[src/rtl/fp_result_byte_reader_if.sv]
// Result-word handshake and byte presentation bus of the float result reader.
// The master supplies result words and observes the bytes; the slave is the reader.
interface fp_result_byte_reader_if;
   logic [31:0] word_in;
   logic        word_valid;
   logic        word_ready;
   logic [7:0]  dataout;
   logic [1:0]  selout;
   logic        byte_valid;
   logic        done;

   modport master (
      output word_in, word_valid,
      input  word_ready, dataout, selout, byte_valid, done
   );

   modport slave (
      input  word_in, word_valid,
      output word_ready, dataout, selout, byte_valid, done
   );
endinterface

[src/rtl/fp_result_byte_reader.sv]
// Presents one captured 32-bit float result one byte at a time, advancing
// either after a fixed dwell (auto) or on a debounced-by-edge button press
// (manual). Byte index k always refers to bits [8k+7:8k].
module fp_result_byte_reader #(
   parameter int HOLD_CYCLES = 50_000_000,
   parameter bit MSB_FIRST   = 1'b1
) (
   input  logic                   clk,
   input  logic                   reset,
   input  logic                   mode,
   input  logic                   step,
   fp_result_byte_reader_if.slave bus,
   output logic [3:0]             leds
);

   localparam int CW = $clog2(HOLD_CYCLES);
   localparam logic [CW-1:0] DWELL_LAST = CW'(HOLD_CYCLES - 1);
   localparam logic [1:0]    IDX_FIRST  = MSB_FIRST ? 2'd3 : 2'd0;
   localparam logic [1:0]    IDX_LAST   = MSB_FIRST ? 2'd0 : 2'd3;

   localparam logic [1:0] S_IDLE = 2'd0;
   localparam logic [1:0] S_SHOW = 2'd1;
   localparam logic [1:0] S_DONE = 2'd2;

   logic [1:0]    state_q, state_d;
   logic [31:0]   word_q, word_d;
   logic [1:0]    idx_q, idx_d;
   logic [CW-1:0] dwell_q, dwell_d;
   logic          mode_q;
   logic          sync1_q, sync2_q, sync3_q;
   logic          step_pulse;
   logic          advance;

   logic [7:0]    dataout_q, dataout_d;
   logic [1:0]    selout_q, selout_d;
   logic          byte_valid_q, byte_valid_d;
   logic          done_q, done_d;
   logic [3:0]    leds_q, leds_d;

   // Button synchronizer plus one extra flop for rising-edge detection
   always_ff @(posedge clk or negedge reset) begin
      if (!reset) begin
         sync1_q <= 1'b0;
         sync2_q <= 1'b0;
         sync3_q <= 1'b0;
      end else begin
         sync1_q <= step;
         sync2_q <= sync1_q;
         sync3_q <= sync2_q;
      end
   end

   // One pulse per press; holding the button never repeats
   assign step_pulse = sync2_q & ~sync3_q;

   // Next-state logic: capture, dwell/step advance, and the single done cycle
   always_comb begin
      state_d = state_q;
      word_d  = word_q;
      idx_d   = idx_q;
      dwell_d = dwell_q;
      advance = 1'b0;
      case (state_q)
         S_IDLE: begin
            if (bus.word_valid) begin
               word_d  = bus.word_in;
               idx_d   = IDX_FIRST;
               dwell_d = '0;
               state_d = S_SHOW;
            end
         end
         S_SHOW: begin
            if (mode != mode_q) begin
               // New advance rule starts next cycle from a fresh dwell
               dwell_d = '0;
            end else begin
               if (mode) begin
                  advance = step_pulse;
                  dwell_d = '0;
               end else begin
                  advance = (dwell_q == DWELL_LAST);
                  dwell_d = dwell_q + 1'b1;
               end
               if (advance) begin
                  dwell_d = '0;
                  if (idx_q == IDX_LAST) begin
                     state_d = S_DONE;
                  end else begin
                     idx_d = MSB_FIRST ? (idx_q - 2'd1) : (idx_q + 2'd1);
                  end
               end
            end
         end
         S_DONE: begin
            state_d = S_IDLE;
         end
         default: begin
            state_d = S_IDLE;
         end
      endcase
   end

   // Output values are derived from the next state so they register in step with it
   always_comb begin
      byte_valid_d = (state_d == S_SHOW);
      done_d       = (state_d == S_DONE);
      dataout_d    = byte_valid_d ? word_d[{idx_d, 3'b000} +: 8] : 8'h00;
      selout_d     = byte_valid_d ? idx_d : 2'd0;
      case (state_d)
         S_SHOW:  leds_d = 4'b0010;
         S_DONE:  leds_d = 4'b0100;
         default: leds_d = 4'b0001;
      endcase
   end

   // State, captured word and registered outputs
   always_ff @(posedge clk or negedge reset) begin
      if (!reset) begin
         state_q      <= S_IDLE;
         word_q       <= 32'h0;
         idx_q        <= 2'd0;
         dwell_q      <= '0;
         mode_q       <= 1'b0;
         dataout_q    <= 8'h00;
         selout_q     <= 2'd0;
         byte_valid_q <= 1'b0;
         done_q       <= 1'b0;
         leds_q       <= 4'b0001;
      end else begin
         state_q      <= state_d;
         word_q       <= word_d;
         idx_q        <= idx_d;
         dwell_q      <= dwell_d;
         mode_q       <= mode;
         dataout_q    <= dataout_d;
         selout_q     <= selout_d;
         byte_valid_q <= byte_valid_d;
         done_q       <= done_d;
         leds_q       <= leds_d;
      end
   end

   assign bus.word_ready = (state_q == S_IDLE);
   assign bus.dataout    = dataout_q;
   assign bus.selout     = selout_q;
   assign bus.byte_valid = byte_valid_q;
   assign bus.done       = done_q;
   assign leds           = leds_q;

endmodule

[src/flat_wrapper.sv]
// flat-port wrapper written by rule: the top's interface ports become plain ports
module fp_result_byte_reader_flat 
#(
   parameter int HOLD_CYCLES = 50_000_000,
   parameter bit MSB_FIRST   = 1'b1
)
  (clk, reset, mode, step, leds, bus_word_in, bus_word_valid, bus_word_ready, bus_dataout, bus_selout, bus_byte_valid, bus_done);
  fp_result_byte_reader_if bus_i ();
  input  logic clk;
  input  logic reset;
  input  logic mode;
  input  logic step;
  output logic [3:0] leds;
  input wire logic [$bits(bus_i.word_in)-1:0] bus_word_in;
  input wire logic [$bits(bus_i.word_valid)-1:0] bus_word_valid;
  output wire logic [$bits(bus_i.word_ready)-1:0] bus_word_ready;
  output wire logic [$bits(bus_i.dataout)-1:0] bus_dataout;
  output wire logic [$bits(bus_i.selout)-1:0] bus_selout;
  output wire logic [$bits(bus_i.byte_valid)-1:0] bus_byte_valid;
  output wire logic [$bits(bus_i.done)-1:0] bus_done;
  assign bus_i.word_in = bus_word_in;
  assign bus_i.word_valid = bus_word_valid;
  assign bus_word_ready = bus_i.word_ready;
  assign bus_dataout = bus_i.dataout;
  assign bus_selout = bus_i.selout;
  assign bus_byte_valid = bus_i.byte_valid;
  assign bus_done = bus_i.done;
  fp_result_byte_reader #(.HOLD_CYCLES(HOLD_CYCLES), .MSB_FIRST(MSB_FIRST)) u_core (.clk(clk), .reset(reset), .mode(mode), .step(step), .bus(bus_i), .leds(leds));
endmodule
[config.mk]
export PLATFORM = sky130hd
export DESIGN_NAME = fp_result_byte_reader_flat
export DESIGN_NICKNAME = d
export VERILOG_FILES = /design/src/rtl/fp_result_byte_reader_if.sv /design/src/rtl/fp_result_byte_reader.sv /design/src/flat_wrapper.sv
export SDC_FILE = /design/constraint.sdc
export NUM_CORES = 1
export LEC_CHECK = 0
export CORE_UTILIZATION = 40
export CTS_CLUSTER_SIZE = 40
export DETAILED_ROUTE_END_ITERATION = 8
export GPL_ROUTABILITY_DRIVEN = 0
export MAX_ROUTING_LAYER = met4
export SYNTH_ARGS = -nofsm -noshare
export SYNTH_HDL_FRONTEND = slang
export SYNTH_SLANG_ARGS = --single-unit
[constraint.sdc]
create_clock -name clk -period 3.6 [get_ports clk]
set_clock_uncertainty 0.2 [all_clocks]
set_input_delay 0.54 -clock clk [delete_from_list [all_inputs] [get_ports clk]]
set_output_delay 0.54 -clock clk [all_outputs]
set_load 0.005 [all_outputs]
==> key figures, run 1 <==
Finish
  • Cell Count, Final, Fillers Out: between 400 and 500
  • Layout Utilization: 51.2%
  • Proportion of layout cells with a drive suffix above 1: around 16%
  • Leading cell type in the layout, fill and taps excluded: dfrtp_1
  • Syn-to-layout area delta: 24.7%
  • Multi-input gate area: approximately 1500 um2
  • Register area: around 2000 um2
  • Diode count: 0
  • Commonest non-fill, non-tap cells in the layout: dfrtp_1 (78), clkdlybuf4s50_1 (51), mux2_2 (32)
  • Nets: slightly above 400
  • Filler cells: 810

Clock tree
  • Root Buffer: clkbuf_8
  • Hold-fix buffers, CTS: 0
  • TritonCTS clock tree: done
  • PostCTS Resize Cnt: 0
  • Worst-path clk slew: about 0.090 ns
  • Clock Sinks: 79
  • Worst skew pair latency: 0.35 ns
  • Post-CTS Repair Setup Buffers: 0
  • Inserted Clock Buffers: 9
  • Clock Path Buffers: 2
  • H-tree Lvls: 3

Worst hold path
  • Hold Crit Class: in -> async

STA
  • Setup TNS: 0 ns
  • Setup violations, final: 0
  • Fin crit period: between 3 and 4 ns
  • Max Clk Rate: between 300 and 400 MHz
  • Final hold viol count: 0
  • Max Slew Vio Count: 0
  • RSZ-0062 raised after global routing: no
  • Final period util: between 80% and 90%
  • Worst Hold Slack: about 0.14 ns
  • Slew headroom: a little over a third
  • Worst slew pin tran: slightly below 1 ns

Detailed routing
  • Antenna Violating Nets Remaining: 0
  • 1st-iter DRT viols: ~120
  • Drt drc: 0
  • Vias per cell: 5.20
  • Vias: between 2,000 and 3,000
  • Routed Wire Length: slightly above 7 mm
  • Pre-antenna DRT Iters: 5
  • DR WL/cell: 14.9 um

Die
  • Total die area: just over 9000 um2
  • Die W: 96.4 um
  • Die H: about 96 um
  • Core Footprint: a little under 9000 um2
  • I/O pin count: 54
  • Starting Density: roughly two fifths
  • Rows: 34

Status
  • Status: finished, final reports clean

Global routing
  • GRT Util Overall: 16.8%
  • First-pass GRT wire length: between 10 and 15 mm
  • Pin count of the biggest net entering global routing: 80
  • Number of global-route vias before repair: between 2,000 and 2,500
  • GRT Residual Overflow: 0
  • Initial antenna violation count: 0

Synth
  • Warnings from Yosys: 0
  • Most used flip-flop cell after synthesis: dfrtp_1
  • EDFF count, synth: 0
  • Synth Cell Area: roughly 3600 um2
  • Seq cells post-synth: just under 80
  • Sequential area share after synthesis: 55.5%
  • Top post-synthesis cells by area: dfrtp_1 (55%), mux2_2 (10%), mux2i_1 (4.8%)
  • Synth Instances: about 310
  • Synthesized area per cell: 11.4 um2
  • Post-synthesis async set-or-reset flop share: 100%
  • Share of the synthesized area in the top cell type: a little over half
  • Mapped Nets: about 350
  • Area leader, netlist: dfrtp_1
  • Cell variety after synth: 43

Worst setup path
  • Worst path arrival time: around 3.1 ns
  • RR Startpoint: u_core.dwell_q[0]
  • Crit path from: mode
  • Crit-path max FO: 9
  • Critical Path RT: 3.60 ns
  • CP Capture Type: register
  • Worst Reg-to-Reg Cells: 9
  • Critical path class: in -> reg
  • Setup crit start kind: input port

Flow run
  • Max_cap viols: 0

Pwr
  • Worst vdd ir: 348 uV
  • Power Dens Cells: ~600 nW/um2
  • Lkg Pwr: between 1.5 and 2 nW

Place
  • Placed cell count: approximately 470
  • Buffers added on ports: between 50 and 60
  • Hpwl dp: between 4 and 5 mm
## through the flow
| step | setup WS [ns] | power, mW | area, um2 |
|---|---|---|---|
| final | 0.514 | 2.72 | 4450 |
| after global routing | 0.241 | 2.87 | 4450 |
| after CTS | 0.558 | 2.76 | 4450 |
| after detailed placement | 0.167 | 1.95 | 4200 |
| after global placement | 0.307 | 1.93 | 4200 |
| after floorplan | 1.05 | 1.65 | 3560 |
## routing by layer
layer | vias to the layer above | global-route usage (%) | wire [um]
met2 | 57 | 23.4 | 3270
met5 | - | - | 0
met3 | 11 | 2.58 | 258
li1 | 1223 | - | -
met1 | 1210 | 23.8 | 3540
met4 | 0 | 8.82 | 123
## Yosys cell counts, drive strengths merged, types with 4 or more instances
| master | n |
|---|---|
| dfrtp | 78 |
| o31ai | 7 |
| nand4 | 8 |
| inv | 7 |
| nor2 | 25 |
| nor4 | 7 |
| a21oi | 5 |
| o22ai | 10 |
| o21ai | 17 |
| xnor2 | 5 |
| xor2 | 9 |
| clkbuf | 4 |
| buf | 9 |
| nand2 | 26 |
| mux2 | 32 |
| nand3 | 9 |
| mux2i | 17 |
| nor3 | 5 |
## registers in the layout (all words and copies together), names as in the netlist
name and count:
u_core.word_q 32, u_core.idx_q 2, u_core.mode_q 1, u_core.sync3_q 1, u_core.state_q 2, u_core.leds 3
u_core.sync2_q 1, u_core.dwell_q 26, u_core.sync1_q 1, u_core.bus.selout 2, u_core.bus.dataout 8
## worst paths after layout
kind,slack (ns),endpoint
min in group clk,0.17,u_core.sync2_q
hold / removal,0.14,u_core.word_q[25]
setup reg to reg,0.58,u_core.bus.dataout[6]
max in group asynchronous,2.44,u_core.dwell_q[19]
setup / recovery,0.51,u_core.bus.dataout[6]
hold reg to reg,0.17,u_core.sync2_q
## critical path: stages
cell and delay [ns]:
clkdlybuf4s50_1 0.49, nor4bb_1 0.38, nand2_1 0.15, nor4_4 0.36, a21boi_0 0.15, nand2b_1 0.18
ha_1 0.24, o21ai_1 0.41, o22ai_1 0.18
## report_power, final
part	switching, mW	internal [mW]
logic	0.302	0.410
registers	0.0722	1.13
clock network	0.334	0.467
total	0.708	2.01
## logic make-up (layout without fill, tap and decap cells)
logic type | count (synthesis) | count (layout) | share of synthesized area (%)
simple gates | 102 | 102 | 15.1
flops | 79 | 79 | 55.5
mux | 49 | 49 | 14.9
compound gates | 44 | 44 | 7.37
buf+inv | 20 | 81 | 2.53
xor+xnor | 14 | 14 | 3.44
fa+ha+maj | 3 | 3 | 1.05
other cells | 1 | 1 | 0.105
## layout make-up
type | count | area share [%]
well taps | 108 | 3.04
clock inverters | 6 | 2.62
clock buffers | 10 | 2.87
flip-flops and latches | 79 | 44.5
inverters | 7 | 0.591
repair buffers | 58 | 12.7
multi-input cells | 213 | 33.7
No activity file was read; power rests on OpenSTA's default activity.
==> inputs of run 2 (changes only) <==
--- a/config.mk
+++ b/config.mk
@@ -9,6 +9,7 @@
 export CTS_CLUSTER_SIZE = 40
 export DETAILED_ROUTE_END_ITERATION = 8
 export GPL_ROUTABILITY_DRIVEN = 0
+export HOLD_SLACK_MARGIN = 0.12
 export MAX_ROUTING_LAYER = met4
 export SYNTH_ARGS = -nofsm -noshare
 export SYNTH_HDL_FRONTEND = slang
==> results of run 2 <==
The final DEF is identical to that of run 1; final timing and power are the same.
